## config.mk

```make
export PLATFORM = sky130hd
export DESIGN_NAME = muldiv_result_hold
export DESIGN_NICKNAME = d
export VERILOG_FILES = /design/src/rtl/muldiv_result_hold_pkg.sv /design/src/rtl/muldiv_result_hold_chan.sv /design/src/rtl/muldiv_result_hold.sv
export SDC_FILE = /design/constraint.sdc
export NUM_CORES = 1
export LEC_CHECK = 0
export ABC_CLOCK_PERIOD_IN_PS = 1600
export BUFFER_PORTS_ARGS = -buffer_cell sky130_fd_sc_hd__buf_2
export CAP_MARGIN = 20
export CORE_MARGIN = 2
export CORE_UTILIZATION = 44
export DETAILED_ROUTE_END_ITERATION = 16
export PLACE_DENSITY = 0.76
export SYNTH_ARGS = -nofsm -noshare
export SYNTH_HDL_FRONTEND = slang
export SYNTH_SLANG_ARGS = --single-unit
```

## constraint.sdc

```tcl
create_clock -name clk_i -period 1.6 [get_ports clk_i]
set_clock_uncertainty 0.2 [all_clocks]
set_input_delay 0 -clock clk_i [delete_from_list [all_inputs] [get_ports clk_i]]
set_output_delay 0 -clock clk_i [all_outputs]
set_load 0.02 [all_outputs]
```

## src/rtl/muldiv_result_hold_pkg.sv

```systemverilog
// ---------------------------------------------------------------------------
// muldiv_result_hold_pkg
//   Shared definitions for the mul/div result-hold logic.
//   - md_state_e : FSM encoding (IDLE=0, BUSY=1, HOLD=2)
//   - SEL_HELD / SEL_UNIT : per-channel result source select values
//   - sat_inc32 : saturating 32-bit increment used by the HOLD statistic
// ---------------------------------------------------------------------------
package muldiv_result_hold_pkg;

    typedef enum logic [1:0] {
        IDLE = 2'd0,
        BUSY = 2'd1,
        HOLD = 2'd2
    } md_state_e;

    localparam logic SEL_HELD = 1'b0;
    localparam logic SEL_UNIT = 1'b1;

    localparam int HOLD_CNT_W = 32;

    function automatic logic [HOLD_CNT_W-1:0] sat_inc32(input logic [HOLD_CNT_W-1:0] v);
        return (v == {HOLD_CNT_W{1'b1}}) ? v : v + 1'b1;
    endfunction

endpackage

```

## src/rtl/muldiv_result_hold_chan.sv

```systemverilog
// ---------------------------------------------------------------------------
// muldiv_hold_chan
//   One result channel: a held copy of the mul/div result plus the output
//   mux choosing between the live unit value and the held copy.
//   State updates on the falling edge of clk_i.
//
//   Ports
//     clk_i      in   clock (falling-edge state update)
//     reset_i    in   synchronous active-high reset, clears the held copy
//     capture_i  in   load live_i into the held copy on this edge
//     live_i     in   live unit result for this channel
//     sel_i      in   SEL_UNIT = pass live_i, SEL_HELD = pass held copy
//     result_o   out  selected value (combinational)
// ---------------------------------------------------------------------------
module muldiv_hold_chan
    import muldiv_result_hold_pkg::*;
#(
    parameter int WIDTH = 32
) (
    input  logic             clk_i,
    input  logic             reset_i,
    input  logic             capture_i,
    input  logic [WIDTH-1:0] live_i,
    input  logic             sel_i,
    output logic [WIDTH-1:0] result_o
);

    logic [WIDTH-1:0] held_q;

    always_ff @(negedge clk_i) begin
        if (reset_i) begin
            held_q <= '0;
        end else if (capture_i) begin
            held_q <= live_i;
        end
    end

    assign result_o = (sel_i == SEL_UNIT) ? live_i : held_q;

endmodule

```

## src/rtl/muldiv_result_hold.sv

```systemverilog
// ---------------------------------------------------------------------------
// muldiv_result_hold
//   Keeps the mul/div result stable while the pipeline is stalled by
//   something other than the mul/div unit itself. While the unit computes
//   (ex_stall_i) the FSM sits in BUSY; if the unit finishes while fetch or
//   memory is still stalled, the selected channels are captured and the
//   FSM parks in HOLD, disabling the unit and serving the held copies.
//   All state updates on the falling edge of clk_i.
//
//   Optional feature: define MULDIV_HOLD_STAT_EN to build a saturating
//   counter of cycles spent in HOLD on hold_cycles_o; otherwise that
//   output is constant 0 and no counter exists.
//
//   Ports
//     clk_i          in   clock (falling-edge state update)
//     reset_i        in   synchronous active-high reset
//     if_stall_i     in   fetch-stage stall
//     ex_stall_i     in   execute-stage stall (mul/div computing)
//     mem_stall_i    in   memory-stage stall
//     flush_i        in   pipeline flush, abandons any held result
//     cap_mask_i     in   [NUM_CH] per-channel capture enable
//     md_result_i    in   [NUM_CH*WIDTH] live unit results, ch k at k*WIDTH
//     md_en_o        out  mul/div unit enable (0 only in HOLD)
//     result_sel_o   out  [NUM_CH] 1 = live, 0 = held
//     result_o       out  [NUM_CH*WIDTH] per-channel muxed result
//     hold_o         out  high while in HOLD
//     hold_cycles_o  out  [32] HOLD cycle count (0 without the feature)
//     dbg_state_o    out  current FSM state, for observation
//
//   Handshake: there is no valid/ready pair; the block is a level-driven
//   follower of the stall signals and its outputs are valid every cycle.
// ---------------------------------------------------------------------------
module muldiv_result_hold
    import muldiv_result_hold_pkg::*;
#(
    parameter int WIDTH  = 32,
    parameter int NUM_CH = 2
) (
    input  logic                    clk_i,
    input  logic                    reset_i,
    input  logic                    if_stall_i,
    input  logic                    ex_stall_i,
    input  logic                    mem_stall_i,
    input  logic                    flush_i,
    input  logic [NUM_CH-1:0]       cap_mask_i,
    input  logic [NUM_CH*WIDTH-1:0] md_result_i,
    output logic                    md_en_o,
    output logic [NUM_CH-1:0]       result_sel_o,
    output logic [NUM_CH*WIDTH-1:0] result_o,
    output logic                    hold_o,
    output logic [31:0]             hold_cycles_o,
    output md_state_e               dbg_state_o
);

    md_state_e         state_q;
    logic [NUM_CH-1:0] mask_q;
    logic              non_stall;
    logic              other_stall;
    logic              capture;

    assign non_stall   = ~(if_stall_i | ex_stall_i | mem_stall_i);
    // Unit finished but a neighbouring stage is still stalled.
    assign other_stall = ~ex_stall_i & (if_stall_i | mem_stall_i);
    // Flush and reset both suppress the capture on the edge they act.
    assign capture     = ~reset_i & ~flush_i & (state_q == BUSY) & other_stall;

    always_ff @(negedge clk_i) begin
        if (reset_i) begin
            state_q <= IDLE;
            mask_q  <= '0;
        end else if (flush_i) begin
            state_q <= IDLE;
        end else begin
            case (state_q)
                IDLE: begin
                    if (ex_stall_i) state_q <= BUSY;
                end
                BUSY: begin
                    if (non_stall) begin
                        state_q <= IDLE;
                    end else if (other_stall) begin
                        state_q <= HOLD;
                        mask_q  <= cap_mask_i;
                    end
                end
                HOLD: begin
                    if (non_stall) state_q <= IDLE;
                end
                default: state_q <= IDLE;
            endcase
        end
    end

    // Output decode from registered state only.
    assign md_en_o     = (state_q != HOLD);
    assign hold_o      = (state_q == HOLD);
    assign dbg_state_o = state_q;

    for (genvar k = 0; k < NUM_CH; k++) begin : g_chan
        // Outside HOLD every channel is live; in HOLD only captured ones
        // switch to their held copy.
        assign result_sel_o[k] = (hold_o && mask_q[k]) ? SEL_HELD : SEL_UNIT;

        muldiv_hold_chan #(
            .WIDTH(WIDTH)
        ) u_chan (
            .clk_i    (clk_i),
            .reset_i  (reset_i),
            .capture_i(capture & cap_mask_i[k]),
            .live_i   (md_result_i[k*WIDTH +: WIDTH]),
            .sel_i    (result_sel_o[k]),
            .result_o (result_o[k*WIDTH +: WIDTH])
        );
    end

`ifdef MULDIV_HOLD_STAT_EN
    logic [HOLD_CNT_W-1:0] hold_cnt_q;

    always_ff @(negedge clk_i) begin
        if (reset_i) begin
            hold_cnt_q <= '0;
        end else if (state_q == HOLD) begin
            hold_cnt_q <= sat_inc32(hold_cnt_q);
        end
    end

    assign hold_cycles_o = hold_cnt_q;
`else
    assign hold_cycles_o = '0;
`endif

endmodule

```

==> flow_summary.ini, run 1 <==
[synth]
yosysSeqAreaShare_pct = 33.2
ys_types = 27
synth_edf_count = 0
ys_ff_latch = 68
synth_cells = 409
synth.avg_cell_area_um2 = 10.0
netlist.top_cell.by_area = dfxtp_1
synth_top_area_share_pct = 33.2
syn_area_mm2 = 0.00410
async_flop_share_pct = 0
synth_ff_type = dfxtp_1
synthTopCellsByArea = dfxtp_1 (33%), nand2b_1 (20%), mux2_2 (18%), mux2i_1 (16%), buf_4 (6.2%)
yosysWarnings = 0

[timing]
fin_ws_ns = -1.09
setup_viol = 136
drv_slew = 0
rsz0062_at_grt = yes
finalHoldViolCount = 0
tns_ns = -99.56

[setup_path]
criticalPathCategory = flop to primary output
worstReg2RegStart = dbg_state_o[1]$_SDFFE_NP0P_
r2r_end = g_chan[1].u_chan.held_q[28]$_SDFFE_NP0P_
cp-start-kind = flop
worst_path_max_delay_cell = dfxtp_4
required_ns = 1.40
crit_chain = nor2b_4, nand2_4, buf_4, mux2_4, buf_2
reg2regPathDepth = 7
critical_path.startpoint = dbg_state_o[1]$_SDFFE_NP0P_
arrival_ns = 2.49
cp-end-kind = primary output
reg2reg_slack_ns = -0.59
max_stage_delay_ns = 0.34
cp_max_fo = 5

[floorplan]
die_w_um = 101
io_pins = 174
core_mm2 = 0.00915
die_y_um = 101
start_util_pct = 44.8
die-area_mm2 = 0.0101
placementRows = 35

[clocking]
hold_buffers = 0
cts_buffers = 9
worstSkewPairLatency_ns = 0.39
clockBufferDepth = 2
clk_pin_slew_ns = 0.05
clock-sinks = 68
htree_num_levels = 3
root_buffer = clkbuf_8
cts_tree = yes

[placed_design]
dp_hpwl_um = 6280
globalplace.congestion = 0.741
port-buffer-count = 141
placed_cell_area_mm2 = 0.00517

[min_path]
holdPathEnd = result_o[53]
min_path_cells = 3
hold_path.class = input pin to primary output
min-delay-start = md_result_i[53]

[finish]
final_util_pct = 67.9
fin_area_mm2 = 0.00622
diodes = 0
area_growth_syn_to_layout_pct = 51.6
multi_input_area_mm2 = 0.00270
fillers = 717
drive_gt1_share_pct = 42.6
register_area_mm2 = 0.00137
num-nets-final = 706

[flow_run]
maxCapViolCount = 0

[routing]
postRouteAntennaNets = 0
viasPerCell = 4.77
first_pass_iters = 4
vias = 3576
drc = 0
drt_iter0_drc = 68
wire_per_inst_um = 14.3
wl_um = 10700

[global_routing]
grt_pass1_vias = 3720
use_met2_pct = 35.1
overflow = 0
met1_usage_pct = 23.3
gr-usage-met3_pct = 7.49
grt_pass1_wl_um = 16600
antenna_found_initial = 0
grt_max_degree = 66
grt_use_total_pct = 20.7
busiest_layer = met2

[power]
vdd_drop_max_v = 0.000395
p_leak_nw = 3.09
powerDensity_mw_per_mm2 = 753

[status]
status = finished with violations
violations = setup timing
-- Yosys cell counts (2+ instances only) --
library cell / instances
clkbuf_1: 16
buf_2: 9
mux2_2: 64
mux2i_1: 64
nand2b_1: 128
inv_1: 2
nand2_1: 2
buf_12: 3
o21ai_0: 2
nor2_1: 2
buf_4: 34
dfxtp_1: 68
-- worst max path at each step --
| stage | cells past startpoint | slack [ns] | to |
|---|---|---|---|
| 5_1_grt | 5 | -1.17 | result_o[47] |
| 4_1_cts | 5 | -1.09 | result_o[46] |
| 3_3_place_gp | 5 | -0.80 | g_chan[1].u_chan.held_q[28]$_SDFFE_NP0P_ |
| 6_report | 5 | -1.09 | result_o[44] |
| 2_1_floorplan | 5 | -0.66 | result_o[10] |
| 3_5_place_dp | 5 | -0.88 | g_chan[1].u_chan.held_q[28]$_SDFFE_NP0P_ |
-- kinds of logic (layout without fill, tap and decap cells) --
family,Yosys count,in the layout,synth area share (%)
other,1,32,0.0915
flip-flops,68,68,33.2
AND/OR/NAND/NOR,141,141,21.8
multiplexers,128,128,33.2
AO/OA/AOI/OAI,6,6,0.977
buffers and inverters,65,263,10.7
-- cell usage in the layout (no fill, tap or decap), types with 2 or more instances in the layout --
cell        netlist  routed
conb_1            1      32
mux2_2           64       6
inv_1             2      71
mux2i_1          64      62
nand2_4           0       2
buf_16            0       2
buf_4            34      15
buf_2             9      90
mux2i_2           0       2
buf_8             0       2
mux2_4            0      58
bufinv_16         0       2
dfxtp_1          68      66
clkbuf_8          0       9
nand2b_1        128     128
clkinvlp_2        0       2
buf_12            3      12
buf_6             1      57
-- where the power goes --
group,total [W],internal (W),switching [W]
Combinational,0.000798,0.000410,0.000388
Clock,0.00216,0.00108,0.00108
Sequential,0.00172,0.00172,0.00000713
Total,0.00468,0.00320,0.00148
-- state kept, by name, summed over array words and instances, names as in the netlist --
| signal | cells |
|---|---|
| dbg_state_o | 2 |
| mask_q | 2 |
| g_chan.u_chan.held_q | 64 |
-- critical path, delay by kind of cell (launching register included) --
kind | cells | cell delay, ns
multiplexers | 1 | 0.29
buffers and inverters | 2 | 0.34
flip-flops | 1 | 0.34
AND/OR/NAND/NOR | 2 | 0.34
-- through the flow --
step / setup slack (ns) / power [W] / hold slack [ns] / std cells
floorplan: -0.657 / 0.00252 / -0.0406 / 440
detailed placement: -0.882 / 0.00269 / 0.157 / 651
global route: -1.17 / 0.00503 / 0.135 / 749
CTS: -1.09 / 0.00473 / 0.129 / 749
global placement: -0.804 / 0.00268 / 0.158 / 651
finish: -1.09 / 0.00468 / 0.127 / 749
-- area by class of cell --
type | count | area share, %
clock buffer | 9 | 1.99
clock inverter | 74 | 5.35
inverter | 1 | 0.0604
multi-input combinational | 307 | 43.4
sequential | 68 | 22.0
tap | 111 | 2.23
timing repair buffer | 179 | 25.0
-- metal layers --
layer,vias up,routed length (um)
li1,1742,-
met1,1684,4470
met2,136,5430
met3,14,636
met4,0,157
met5,-,0
-- repair_timing --
| item | 4_1_cts | 5_1_grt |
|---|---|---|
| cloned | 6 | 1 |
| endpoints found under the setup margin | 136 | 137 |
| pin swaps | 2 | 4 |
| buffers inserted | 10 | 7 |
| endpoints found under the hold margin | 0 | 0 |
| gates resized for setup | 78 | 51 |
(Power assumes the default switching activity.)
==> run 2: changes to the inputs <==
==> constraint.sdc (replaced) <==
create_clock -name clk_i -period 1.6 [get_ports clk_i]
set_clock_uncertainty 0.2 [all_clocks]
set_input_delay 0.32 -clock clk_i [delete_from_list [all_inputs] [get_ports clk_i]]
set_output_delay 0.32 -clock clk_i [all_outputs]
set_load 0.02 [all_outputs]
==> run 2 against run 1 <==
Effect of this change:
- hold slack better by 0.14 ns
- the run still ends with setup timing left
- largest power group unchanged
- die area is the same
- sequential power barely moved
- wire length is 1.6% higher
- clock power rose by 2%
- sequential share of layout area decreased by 0.30 points
- largest cell class unchanged
- count of clock-buffer cells in the layout did not move
- final cell count increased by 1.7%
- critical path depth unchanged
- global-route usage is 0.31 points lower
- critical endpoint is now result_o[9]
==> flow_summary.ini, run 2 (synthesized netlist as in run 1, its figures left out) <==
[status]
status = finished with violations
violations = setup timing

[global_routing]
grt_use_total_pct = 20.4
grt_pass1_wl_um = 16400
antenna_found_initial = 0
grt_max_degree = 59
grt_pass1_vias = 3715
overflow = 0

[placed_design]
port-buffer-count = 141
dp_hpwl_um = 6500
dp_cells = 659
globalplace.congestion = 0.719

[clocking]
cts_tree = yes
root_buffer = clkbuf_8
clock-sinks = 68
cts_buffers = 9
worstSkewPairLatency_ns = 0.39
clockBufferDepth = 2
htree_num_levels = 3
clk_pin_slew_ns = 0.04

[finish]
largest_register_ffs = 64
top_register = g_chan.u_chan.held_q
num-nets-final = 719
final_cell_mix = nand2b_1 (128), buf_2 (99), inv_1 (71)
fillers = 714
drive_gt1_share_pct = 43.9
final_common_cell = nand2b_1
finalNonFillerCells = 762
area_growth_syn_to_layout_pct = 54.0
diodes = 0

[setup_path]
criticalPathCategory = flop to primary output
cp-end-kind = primary output
critical_path.startpoint = dbg_state_o[0]$_SDFFE_NP0P_
arrival_ns = 2.46
required_ns = 1.08
cp_max_fo = 17
cp-start-kind = flop
worstReg2RegStart = dbg_state_o[1]$_SDFFE_NP0P_

[timing]
hold_ws_ns = 0.268
drv_slew = 0
finalHoldViolCount = 0
setup_viol = 137
tns_ns = -133.01
fin_ws_ns = -1.38
rsz0062_at_grt = yes

[routing]
wire_per_inst_um = 14.3
drt_iter0_drc = 70
first_pass_iters = 4
viasPerCell = 4.69
wl_um = 10900
drc = 0
postRouteAntennaNets = 0
vias = 3574

[floorplan]
die-area_mm2 = 0.0101
io_pins = 174
die_y_um = 101
placementRows = 35
core_mm2 = 0.00915
die_w_um = 101
start_util_pct = 44.8

[min_path]
hold_path.class = flop to flop
min-delay-start = g_chan[1].u_chan.held_q[18]$_SDFFE_NP0P_

[power]
total_power_w = 0.00472
vdd_drop_max_v = 0.000507
powerDensity_mw_per_mm2 = 748
p_leak_nw = 3.15

[flow_run]
maxCapViolCount = 0
==> run 2: cell types whose count changed in the layout (fill, tap and decap cells not counted), moves of 2 or more <==
cell	previous run	this run
buf_6	57	54
buf_12	12	9
buf_16	2	4
buf_4	15	24
buf_2	90	99
==> run 2: through the flow <==
stage / util (%) / setup WS [ns] / instance area [um2]
after global placement: 56.9 / -1.13 / 5200
after CTS: 66.4 / -1.39 / 6080
after floorplan: - / -0.973 / 4560
after detailed placement: 56.9 / -1.21 / 5200
final: 69.0 / -1.38 / 6310
after global routing: 69.0 / -1.44 / 6310
==> run 2: timing repair <==
action                     in CTS  in global routing
hold buffers                    0                  0
cloned                          6                  1
setup endpoints to repair     138                138
gates resized for setup        56                 66
buffers inserted               11                 10
pin swaps                       7                  7
==> run 2: worst paths after layout <==
path                                                    to  slack [ns]  cells after the start
hold / removal    g_chan[1].u_chan.held_q[18]$_SDFFE_NP0P_        0.27                      2
setup / recovery                               result_o[9]       -1.38                      5
hold reg to reg   g_chan[1].u_chan.held_q[18]$_SDFFE_NP0P_        0.27                      2
setup reg to reg   g_chan[1].u_chan.held_q[8]$_SDFFE_NP0P_       -0.71                      8
==> run 2: routing by layer <==
metal  track usage [%]  wire length (um)  up-vias
met5                 0                 0        -
met3              5.83               497       10
met2              35.5              5770      117
li1                  -                 -     1759
met4              10.4               137        0
met1              22.6              4470     1688
==> run 2: worst max-delay path, stage by stage, from the launching register on <==
cell	delay (ns)
dfxtp_4	0.35
nor2b_4	0.17
nand2_4	0.10
buf_12	0.17
mux2_4	0.31
buf_4	0.16
==> run 2: layout make-up <==
class,instances,area [um2],share of cell area [%]
Clock buffer,9,124,1.96
Timing Repair Buffer,192,1610,25.6
Multi-Input combinational cell,307,2730,43.3
Tap cell,111,139,2.20
Clock inverter,74,333,5.27
Inverter,1,3.75,0.0595
Sequential cell,68,1370,21.7
==> run 2: where the power goes <==
part           total [W]  switching, W  internal, W
registers        0.00172    0.00000706      0.00172
clock network    0.00220       0.00112      0.00108
logic           0.000804      0.000393     0.000412
total            0.00472       0.00152      0.00320
==> run 3: changes to the inputs <==
==> constraint.sdc (replaced) <==
create_clock -name clk_i -period 1.6 [get_ports clk_i]
set_clock_uncertainty 0.2 [all_clocks]
set_input_delay 0.08 -clock clk_i [delete_from_list [all_inputs] [get_ports clk_i]]
set_output_delay 0.08 -clock clk_i [all_outputs]
set_load 0.02 [all_outputs]
==> run 3 against run 2 <==
Effect of this change:
- cell area is 1.1% lower
- combinational power hardly changed
- wire length is 1.5% lower
- power is 4.7% higher
- sequential power hardly changed
- non-clock buffer count is 15 lower
- count of clock-buffer cells in the layout stayed put
- setup slack better by 0.23 ns
- the flow still finishes with violations (setup timing)
- first-iteration DRC count is 33% lower
==> flow_summary.ini, run 3 (synthesized netlist as in run 1, its figures left out) <==
[finish]
fillers = 694
drive_gt1_share_pct = 42.4
area_growth_syn_to_layout_pct = 52.3
fin_area_mm2 = 0.00624
largest_register_ffs = 64
diodes = 0
finalNonFillerCells = 748
final_common_cell = nand2b_1
top_register = g_chan.u_chan.held_q
final_cell_mix = nand2b_1 (128), buf_2 (89), inv_1 (70)
num-nets-final = 704

[routing]
wl_um = 10700
postRouteAntennaNets = 0
drt_iter0_drc = 47
wire_per_inst_um = 14.3
first_pass_iters = 4
viasPerCell = 4.72
vias = 3528
drc = 0

[status]
status = finished with violations
violations = setup timing

[floorplan]
die_y_um = 101
start_util_pct = 44.8
placementRows = 35
core_mm2 = 0.00915
die_w_um = 101
die-area_mm2 = 0.0101
io_pins = 174

[timing]
hold_ws_ns = 0.266
drv_slew = 0
tns_ns = -99.84
fin_ws_ns = -1.15
setup_viol = 136
rsz0062_at_grt = yes
finalHoldViolCount = 0

[setup_path]
cp-start-kind = flop
reg2reg_slack_ns = -0.49
arrival_ns = 2.47
criticalPathCategory = flop to primary output
critPathMostFrequentCell = buf_4
reg2regPathDepth = 6
crit_family = flip-flops
cp_max_fo = 5
worst_path_max_delay_cell = dfxtp_4
max_stage_delay_ns = 0.33
required_ns = 1.32
r2r_end = g_chan[1].u_chan.held_q[25]$_SDFFE_NP0P_
cp-end-kind = primary output
cp_num_buf_inv = 2
cp.depth = 5
crit_chain = nor2b_4, nand2_4, buf_4, mux2_4, buf_4
worstReg2RegStart = dbg_state_o[1]$_SDFFE_NP0P_

[placed_design]
dp_cells = 652
port-buffer-count = 141
placed_cell_area_mm2 = 0.00517
dp_hpwl_um = 6250
preCtsSetupSlack_ns = -0.970
globalplace.congestion = 0.719

[clocking]
worstSkewPairLatency_ns = 0.39
cts_tree = yes
clockBufferDepth = 2
clock-sinks = 68
cts_buffers = 9
clk_pin_slew_ns = 0.03
htree_num_levels = 3
root_buffer = clkbuf_8

[min_path]
holdPathEnd = g_chan[0].u_chan.held_q[1]$_SDFFE_NP0P_
min-delay-start = g_chan[0].u_chan.held_q[1]$_SDFFE_NP0P_
hold_path.class = flop to flop
min_path_cells = 2

[global_routing]
grt_use_total_pct = 20.8
antenna_found_initial = 0
grt_pass1_vias = 3579
grt_max_degree = 65
grt_pass1_wl_um = 16500
overflow = 0

[power]
p_seq_share_pct = 34.8
p_int_w = 0.00339
switchingPower_w = 0.00156
vdd_drop_max_v = 0.000484
p_leak_nw = 3.10
pwr-share-comb_pct = 16.3
clkPwrFrac_pct = 48.8
swShare_pct = 31.5
powerDensity_mw_per_mm2 = 792

[flow_run]
maxCapViolCount = 0
-- run 3: cell count changes in the layout (fill, tap and decap cells not counted), moves of 2 or more --
cell,previous run,this run
buf_2,99,89
buf_4,24,16
buf_12,9,12
inv_4,0,2
-- run 3: power by group through the flow --
stage | Clock (W) | Combinational [W] | Sequential [W]
final | 0.00241 | 0.000807 | 0.00172
after global routing | 0.00270 | 0.000855 | 0.00172
after CTS | 0.00250 | 0.000769 | 0.00172
after detailed placement | 0.000262 | 0.000683 | 0.00175
after global placement | 0.000262 | 0.000672 | 0.00175
after floorplan | 0.000262 | 0.000506 | 0.00175
-- run 3: how the worst max path moves through the flow --
stage / to / from
2_1_floorplan: result_o[10] / dbg_state_o[1]$_SDFFE_NP0P_
3_3_place_gp: g_chan[1].u_chan.held_q[30]$_SDFFE_NP0P_ / ex_stall_i
3_5_place_dp: g_chan[1].u_chan.held_q[16]$_SDFFE_NP0P_ / ex_stall_i
4_1_cts: result_o[41] / dbg_state_o[1]$_SDFFE_NP0P_
5_1_grt: result_o[45] / dbg_state_o[1]$_SDFFE_NP0P_
6_report: result_o[45] / dbg_state_o[1]$_SDFFE_NP0P_
-- run 3: repair_timing --
action                     4_1_cts  5_1_grt
hold buffers                     0        0
pin swaps                        4        8
setup endpoints to repair      136      137
gates resized for setup         85       46
setup buffers                   11        3
cloned                           7        0
-- run 3: layout make-up --
type / count / area (um2) / area share [%]
Timing Repair Buffer: 177 / 1550 / 24.8
Sequential cell: 68 / 1370 / 21.9
Clock buffer: 9 / 124 / 1.98
Multi-Input combinational cell: 307 / 2690 / 43.1
Inverter: 1 / 3.75 / 0.0601
Tap cell: 111 / 139 / 2.23
Clock inverter: 75 / 367 / 5.87
-- run 3: layer usage --
metal / share of wire [%] / track usage (%) / vias up
met1: 44 / 24.1 / 1649
met3: 5.1 / 7.63 / 14
li1: - / - / 1736
met2: 50 / 33.9 / 129
met4: 1.3 / 9.80 / 0
met5: 0 / 0 / -
-- run 3: metrics by stage --
step	power (W)	util, %
detailed placement	0.00269	56.5
floorplan	0.00252	-
global route	0.00527	68.2
finish	0.00494	68.2
CTS	0.00499	67.9
global placement	0.00268	56.5
-- run 3: tightest hold or removal path: stages, from the launching register on --
cell	delay, ns
dfxtp_1	0.29
nand2b_1	0.06
mux2i_1	0.06
